## config.mk

```make
export PLATFORM = sky130hd
export DESIGN_NAME = uart_rx_flat
export DESIGN_NICKNAME = d
export VERILOG_FILES = /design/src/rtl/uart_pkg.sv /design/src/rtl/uart_rx_if.sv /design/src/rtl/sync_2ff.sv /design/src/rtl/uart_rx.sv /design/src/flat_wrapper.sv
export SDC_FILE = /design/constraint.sdc
export NUM_CORES = 1
export LEC_CHECK = 0
export CORE_UTILIZATION = 38
export DETAILED_ROUTE_END_ITERATION = 8
export GPL_TIMING_DRIVEN = 0
export PLACE_DENSITY = 0.57
export SYNTH_ARGS = -nofsm -noshare
export SYNTH_HDL_FRONTEND = slang
export SYNTH_SLANG_ARGS = --single-unit
```

## constraint.sdc

```tcl
create_clock -name clk -period 3.7 [get_ports clk]
set_input_delay 1.11 -clock clk [delete_from_list [all_inputs] [get_ports clk]]
set_output_delay 1.11 -clock clk [all_outputs]
set_load 0.02 [all_outputs]
```

## src/rtl/uart_pkg.sv

```systemverilog
// rtl/uart_pkg.sv - shared UART constants and receiver FSM state encoding
package uart_pkg;

  // 100 MHz system clock at 115200 baud; shared with the transmitter
  localparam int DEFAULT_CLKS_PER_BIT = 868;

  typedef enum logic [2:0] {
    ST_IDLE      = 3'd0,
    ST_START     = 3'd1,
    ST_DATA      = 3'd2,
    ST_STOP      = 3'd3,
    ST_WAIT_HIGH = 3'd4
  } rx_state_e;

endpackage

```

## src/rtl/uart_rx_if.sv

```systemverilog
// rtl/uart_rx_if.sv - received-byte and status bundle driven by uart_rx
interface uart_rx_if;

  logic [7:0] rx_data;
  logic       rx_done;
  logic       frame_err;
  logic       rx_busy;

  modport master (
    output rx_data,
    output rx_done,
    output frame_err,
    output rx_busy
  );

  modport slave (
    input rx_data,
    input rx_done,
    input frame_err,
    input rx_busy
  );

endinterface

```

## src/rtl/sync_2ff.sv

```systemverilog
// rtl/sync_2ff.sv - single-bit two-flop synchronizer with configurable reset value
module sync_2ff #(
  parameter logic RESET_VAL = 1'b1
) (
  input  logic clk_i,
  input  logic reset_i,
  input  logic d_i,
  output logic q_o
);

  logic meta_q;
  logic sync_q;

  always_ff @(posedge clk_i or posedge reset_i) begin
    if (reset_i) begin
      meta_q <= RESET_VAL;
      sync_q <= RESET_VAL;
    end else begin
      meta_q <= d_i;
      sync_q <= meta_q;
    end
  end

  assign q_o = sync_q;

endmodule

```

## src/rtl/uart_rx.sv

```systemverilog
// rtl/uart_rx.sv - 8N1 serial receiver sampling each bit at its centre
module uart_rx
  import uart_pkg::*;
#(
  parameter int CLKS_PER_BIT = DEFAULT_CLKS_PER_BIT
) (
  input  logic       clk,
  input  logic       reset,
  input  logic       rxd,
  uart_rx_if.master  rx_if
);

  localparam int HALF_BIT = CLKS_PER_BIT / 2;
  localparam int CNT_W    = $clog2(CLKS_PER_BIT);
  localparam logic [CNT_W-1:0] CNT_LAST = CNT_W'(CLKS_PER_BIT - 1);
  localparam logic [CNT_W-1:0] CNT_HALF = CNT_W'(HALF_BIT - 1);

  logic rxd_s;

  rx_state_e        state_q,     state_d;
  logic [CNT_W-1:0] cnt_q,       cnt_d;
  logic [2:0]       idx_q,       idx_d;
  logic [7:0]       shreg_q,     shreg_d;
  logic [7:0]       rx_data_q,   rx_data_d;
  logic             rx_done_q,   rx_done_d;
  logic             frame_err_q, frame_err_d;

  sync_2ff #(
    .RESET_VAL (1'b1)
  ) u_sync (
    .clk_i   (clk),
    .reset_i (reset),
    .d_i     (rxd),
    .q_o     (rxd_s)
  );

  always_ff @(posedge clk or posedge reset) begin
    if (reset) begin
      state_q     <= ST_IDLE;
      cnt_q       <= '0;
      idx_q       <= '0;
      shreg_q     <= '0;
      rx_data_q   <= '0;
      rx_done_q   <= 1'b0;
      frame_err_q <= 1'b0;
    end else begin
      state_q     <= state_d;
      cnt_q       <= cnt_d;
      idx_q       <= idx_d;
      shreg_q     <= shreg_d;
      rx_data_q   <= rx_data_d;
      rx_done_q   <= rx_done_d;
      frame_err_q <= frame_err_d;
    end
  end

  always_comb begin
    state_d     = state_q;
    cnt_d       = cnt_q + CNT_W'(1);
    idx_d       = idx_q;
    shreg_d     = shreg_q;
    rx_data_d   = rx_data_q;
    rx_done_d   = 1'b0;
    frame_err_d = 1'b0;

    unique case (state_q)
      ST_IDLE: begin
        cnt_d = '0;
        if (!rxd_s) begin
          state_d = ST_START;
        end
      end

      // A start bit that has gone high again by its centre is treated as noise
      ST_START: begin
        if (cnt_q == CNT_HALF) begin
          cnt_d = '0;
          if (!rxd_s) begin
            state_d = ST_DATA;
            idx_d   = '0;
          end else begin
            state_d = ST_IDLE;
          end
        end
      end

      ST_DATA: begin
        if (cnt_q == CNT_LAST) begin
          cnt_d   = '0;
          shreg_d = {rxd_s, shreg_q[7:1]};
          idx_d   = idx_q + 3'd1;
          if (idx_q == 3'd7) begin
            state_d = ST_STOP;
          end
        end
      end

      // Leaving at the stop-bit centre leaves half a bit to catch the next start edge
      ST_STOP: begin
        if (cnt_q == CNT_LAST) begin
          cnt_d = '0;
          if (rxd_s) begin
            rx_data_d = shreg_q;
            rx_done_d = 1'b1;
            state_d   = ST_IDLE;
          end else begin
            frame_err_d = 1'b1;
            state_d     = ST_WAIT_HIGH;
          end
        end
      end

      ST_WAIT_HIGH: begin
        cnt_d = '0;
        if (rxd_s) begin
          state_d = ST_IDLE;
        end
      end

      default: begin
        cnt_d   = '0;
        state_d = ST_IDLE;
      end
    endcase
  end

  assign rx_if.rx_data   = rx_data_q;
  assign rx_if.rx_done   = rx_done_q;
  assign rx_if.frame_err = frame_err_q;
  assign rx_if.rx_busy   = (state_q != ST_IDLE);

endmodule

```

## src/flat_wrapper.sv

```systemverilog
// flat-port wrapper written by rule: the top's interface ports become plain ports
module uart_rx_flat import uart_pkg::*;
#(
  parameter int CLKS_PER_BIT = DEFAULT_CLKS_PER_BIT
)
  (clk, reset, rxd, rx_if_rx_data, rx_if_rx_done, rx_if_frame_err, rx_if_rx_busy);
  uart_rx_if rx_if_i ();
  input  logic clk;
  input  logic reset;
  input  logic rxd;
  output wire logic [$bits(rx_if_i.rx_data)-1:0] rx_if_rx_data;
  output wire logic [$bits(rx_if_i.rx_done)-1:0] rx_if_rx_done;
  output wire logic [$bits(rx_if_i.frame_err)-1:0] rx_if_frame_err;
  output wire logic [$bits(rx_if_i.rx_busy)-1:0] rx_if_rx_busy;
  assign rx_if_rx_data = rx_if_i.rx_data;
  assign rx_if_rx_done = rx_if_i.rx_done;
  assign rx_if_frame_err = rx_if_i.frame_err;
  assign rx_if_rx_busy = rx_if_i.rx_busy;
  uart_rx #(.CLKS_PER_BIT(CLKS_PER_BIT)) u_core (.clk(clk), .reset(reset), .rxd(rxd), .rx_if(rx_if_i));
endmodule
```

==> results_dict.tcl <==
set metrics [dict create \
    worstMarginPinSlew_ns 0.725 \
    routability_congestion_estimate_from_global_placement 0.872 \
    period_needed_ns 2.96 \
    clk_transition_reported_paths_ns 0.07 \
    dr_total_vias 1056 \
    post-route-util 0.475 \
    critical_path.endpoint "rx_if_rx_busy" \
    grt_use_total 0.147 \
    yosysWarnings 0 \
    worstPathRequired_ns 2.59 \
    overall_power_uw 736 \
    min_path_type "reg2reg" \
    overflow 0 \
    nets 158 \
    cts_setup_buffers 0 \
    clock_sink_count 36 \
    maximum_number_of_pins_on_one_net_before_global_route_repair 37 \
    drcViolationCount 0 \
    postSynth.topFlopCell "sky130_fd_sc_hd__dfrtp_1" \
    final_max_slew_viol_count 0 \
    cts_resized 0 \
    netlist_instances 131 \
    grt_setup_unrepaired "no" \
    dr.first_iter.drc_count 84 \
    powerDensity_nw_per_um2 382 \
    initial_utilization 0.401 \
    clock_tree_from_tritoncts "built" \
    setup.reg_to_reg.worst_slack_ns 1.57 \
    critPathMaxFanout 10 \
    synthesis.nets 138 \
    io_pins 14 \
    rr_startpoint "u_core.cnt_q[3]" \
    synth_seq_cells 36 \
    vias_in_the_first_global_route 1096 \
    synthesis.area_per_instance_um2 12.4 \
    die_height_um 67.4 \
    multi_input_area_um2 686 \
    detail_route.wl_per_cell_um 13.7 \
    rr_endpoint "u_core.cnt_q[3]" \
    die_area_um2 4550 \
    irDropWorstVdd_v 0.000223 \
    tritoncts.num_buffers 5 \
    insertion_delay_ns 0.28 \
    timing.fmax_mhz 337 \
    rows 23 \
    max_slew_margin 0.516 \
    hold_buffers 0 \
    vias_per_cell 5.23 \
    detailedRoute.firstPassIterationCount 4 \
    drt-total-wl_um 2770 \
    cap_violations 0 \
    p_leak_uw 0.000906 \
    number_of_synthesized_flops_with_an_enable_pin 0 \
    ant_nets 0 \
    post_synth_instance_area_um2 1630 \
    layout_fillers 358 \
    clk_root_buffer_cell "sky130_fd_sc_hd__clkbuf_8" \
    preCtsSetupSlack_ns 0.970 \
    worst_slack_ns 0.736 \
    type_of_the_setup_path_with_the_least_slack "reg2out" \
    ctsHtreeMaxLevel 2 \
    place.detailed.hpwl_um 1940 \
    ys_seq_area_frac 0.555 \
    setup_viol_count_final 0 \
    startpoint_of_the_most_critical_setup_path "u_core.state_q[1]" \
    critical_path_arrival_ns 1.85 \
    synthArstFlopShare 1.00 \
    synth_cell_types 37 \
    diodes 0 \
    cts-root-to-sink-buffers 2 \
    ff_latch_area_um2 903 \
    endpoint_type_of_the_worst_setup_path "output port" \
    status "completed" \
    grt_antenna_before_repair 0 \
    hold_violations 0 \
    portBuffers 13 \
    timing.reg2reg.worst_path_depth 5 \
    grt_first_pass_wirelength_um 4880 \
    totalNegativeSetupSlack_ns 0 \
    setup_crit_start_kind "register" \
    finalCritPeriodShare 0.801 \
    core-area_um2 4060 \
    post_route_cells_drive_above_1_share 0.211 \
    areaGrowthSynthToFinish_pct 18.5 \
    fp.dieW_um 67.4 \
    worst_clock_skew_ns 0.00642 \
]
-- cell type report --
cell class | count | area share
multi-input combinational | 87 | 0.356
inverter | 4 | 0.00779
clock buffer | 6 | 0.0377
buffer | 4 | 0.0117
tap | 50 | 0.0325
sequential | 36 | 0.469
timing repair buffer | 13 | 0.0675
clock inverter | 2 | 0.0182
-- routing by layer --
metal | up-vias | GRT usage | wire [um]
met3 | 2 | 0.0405 | 98
li1 | 508 | - | -
met2 | 18 | 0.230 | 1330
met1 | 528 | 0.181 | 1320
met4 | 0 | 0.0851 | 24
met5 | - | 0 | 0
-- how the worst min path moves through the flow --
stage / start / cells past startpoint / slack, ns / end
finish: u_core.u_sync.meta_q / 0 / 0.36 / u_core.u_sync.q_o
global route: u_core.u_sync.meta_q / 0 / 0.36 / u_core.u_sync.q_o
CTS: u_core.u_sync.meta_q / 0 / 0.36 / u_core.u_sync.q_o
detailed placement: u_core.u_sync.meta_q / 0 / 0.35 / u_core.u_sync.q_o
global placement: u_core.u_sync.meta_q / 0 / 0.35 / u_core.u_sync.q_o
floorplan: u_core.u_sync.meta_q / 0 / 0.35 / u_core.u_sync.q_o
-- synth_stat cells (all sizes together), types with 2 or more instances --
| cell | number | area [um^2] |
|---|---|---|
| dfstp | 2 | 52.6 |
| or3 | 2 | 12.5 |
| xnor2 | 3 | 26.3 |
| a22o | 2 | 17.5 |
| xor2 | 5 | 43.8 |
| clkbuf | 3 | 11.3 |
| nand3 | 6 | 30.0 |
| nor4 | 2 | 27.5 |
| inv | 4 | 15.0 |
| or3b | 2 | 20.0 |
| dfrtp | 34 | 851 |
| mux2 | 17 | 191 |
| nand4 | 4 | 25.0 |
| ha | 4 | 50.1 |
| nand2 | 4 | 15.0 |
| nor3 | 12 | 60.1 |
| nor2 | 9 | 50.1 |
-- critical path: stages, from the launching register on --
cell	delay (ns)
sky130_fd_sc_hd__dfrtp_1	0.39
sky130_fd_sc_hd__clkbuf_1	0.24
sky130_fd_sc_hd__or3_1	0.41
sky130_fd_sc_hd__clkdlybuf4s50_1	0.54
-- report_power, final --
part	total [uW]	switching (uW)	internal (uW)	leakage (uW)
Combinational	10.0	7.87	2.17	0.000370
Clock	330	130	200	0.0000552
Sequential	397	1.35	395	0.000481
-- flip-flops by register name, summed over array words and instances, names as in the netlist --
register	flops
u_core.rx_if.frame_err	1
u_core.cnt_q	10
u_core.state_q	3
u_core.u_sync.q_o	1
u_core.idx_q	3
u_core.shreg_q	8
u_core.rx_if.rx_done	1
u_core.u_sync.meta_q	1
u_core.rx_if.rx_data	8
-- logic make-up after synthesis --
group / Yosys count / synth area share
buffers and inverters: 8 / 0.0231
AO/OA/AOI/OAI: 10 / 0.0500
adder cells (fa/ha/maj): 4 / 0.0308
XOR/XNOR: 8 / 0.0431
multiplexers: 17 / 0.118
AND/OR/NAND/NOR: 48 / 0.180
flip-flops: 36 / 0.555
-- per-stage QoR --
| stage | instances | hold slack [ns] | instance area, um^2 |
|---|---|---|---|
| after floorplan | 131 | 0.345 | 1630 |
| after global placement | 194 | 0.347 | 1820 |
| after detailed placement | 194 | 0.354 | 1820 |
| after CTS | 202 | 0.363 | 1930 |
| after global routing | 202 | 0.364 | 1930 |
| final | 202 | 0.361 | 1930 |
-- cells in the final DEF, fill, tap and decap left out, types with 2 or more instances in the layout --
master,n
sky130_fd_sc_hd__dfrtp_1,34
sky130_fd_sc_hd__mux2_2,15
sky130_fd_sc_hd__clkdlybuf4s50_1,13
sky130_fd_sc_hd__nor3_1,12
sky130_fd_sc_hd__nor2_1,8
sky130_fd_sc_hd__nand3_1,6
sky130_fd_sc_hd__xor2_1,5
sky130_fd_sc_hd__clkbuf_8,5
sky130_fd_sc_hd__clkbuf_1,4
sky130_fd_sc_hd__nand4_1,4
sky130_fd_sc_hd__nand2_1,4
sky130_fd_sc_hd__ha_1,4
sky130_fd_sc_hd__inv_1,3
sky130_fd_sc_hd__xnor2_1,3
sky130_fd_sc_hd__or3_1,2
sky130_fd_sc_hd__mux2_1,2
sky130_fd_sc_hd__a22o_1,2
sky130_fd_sc_hd__dfstp_2,2
(Power assumes the default switching activity.)
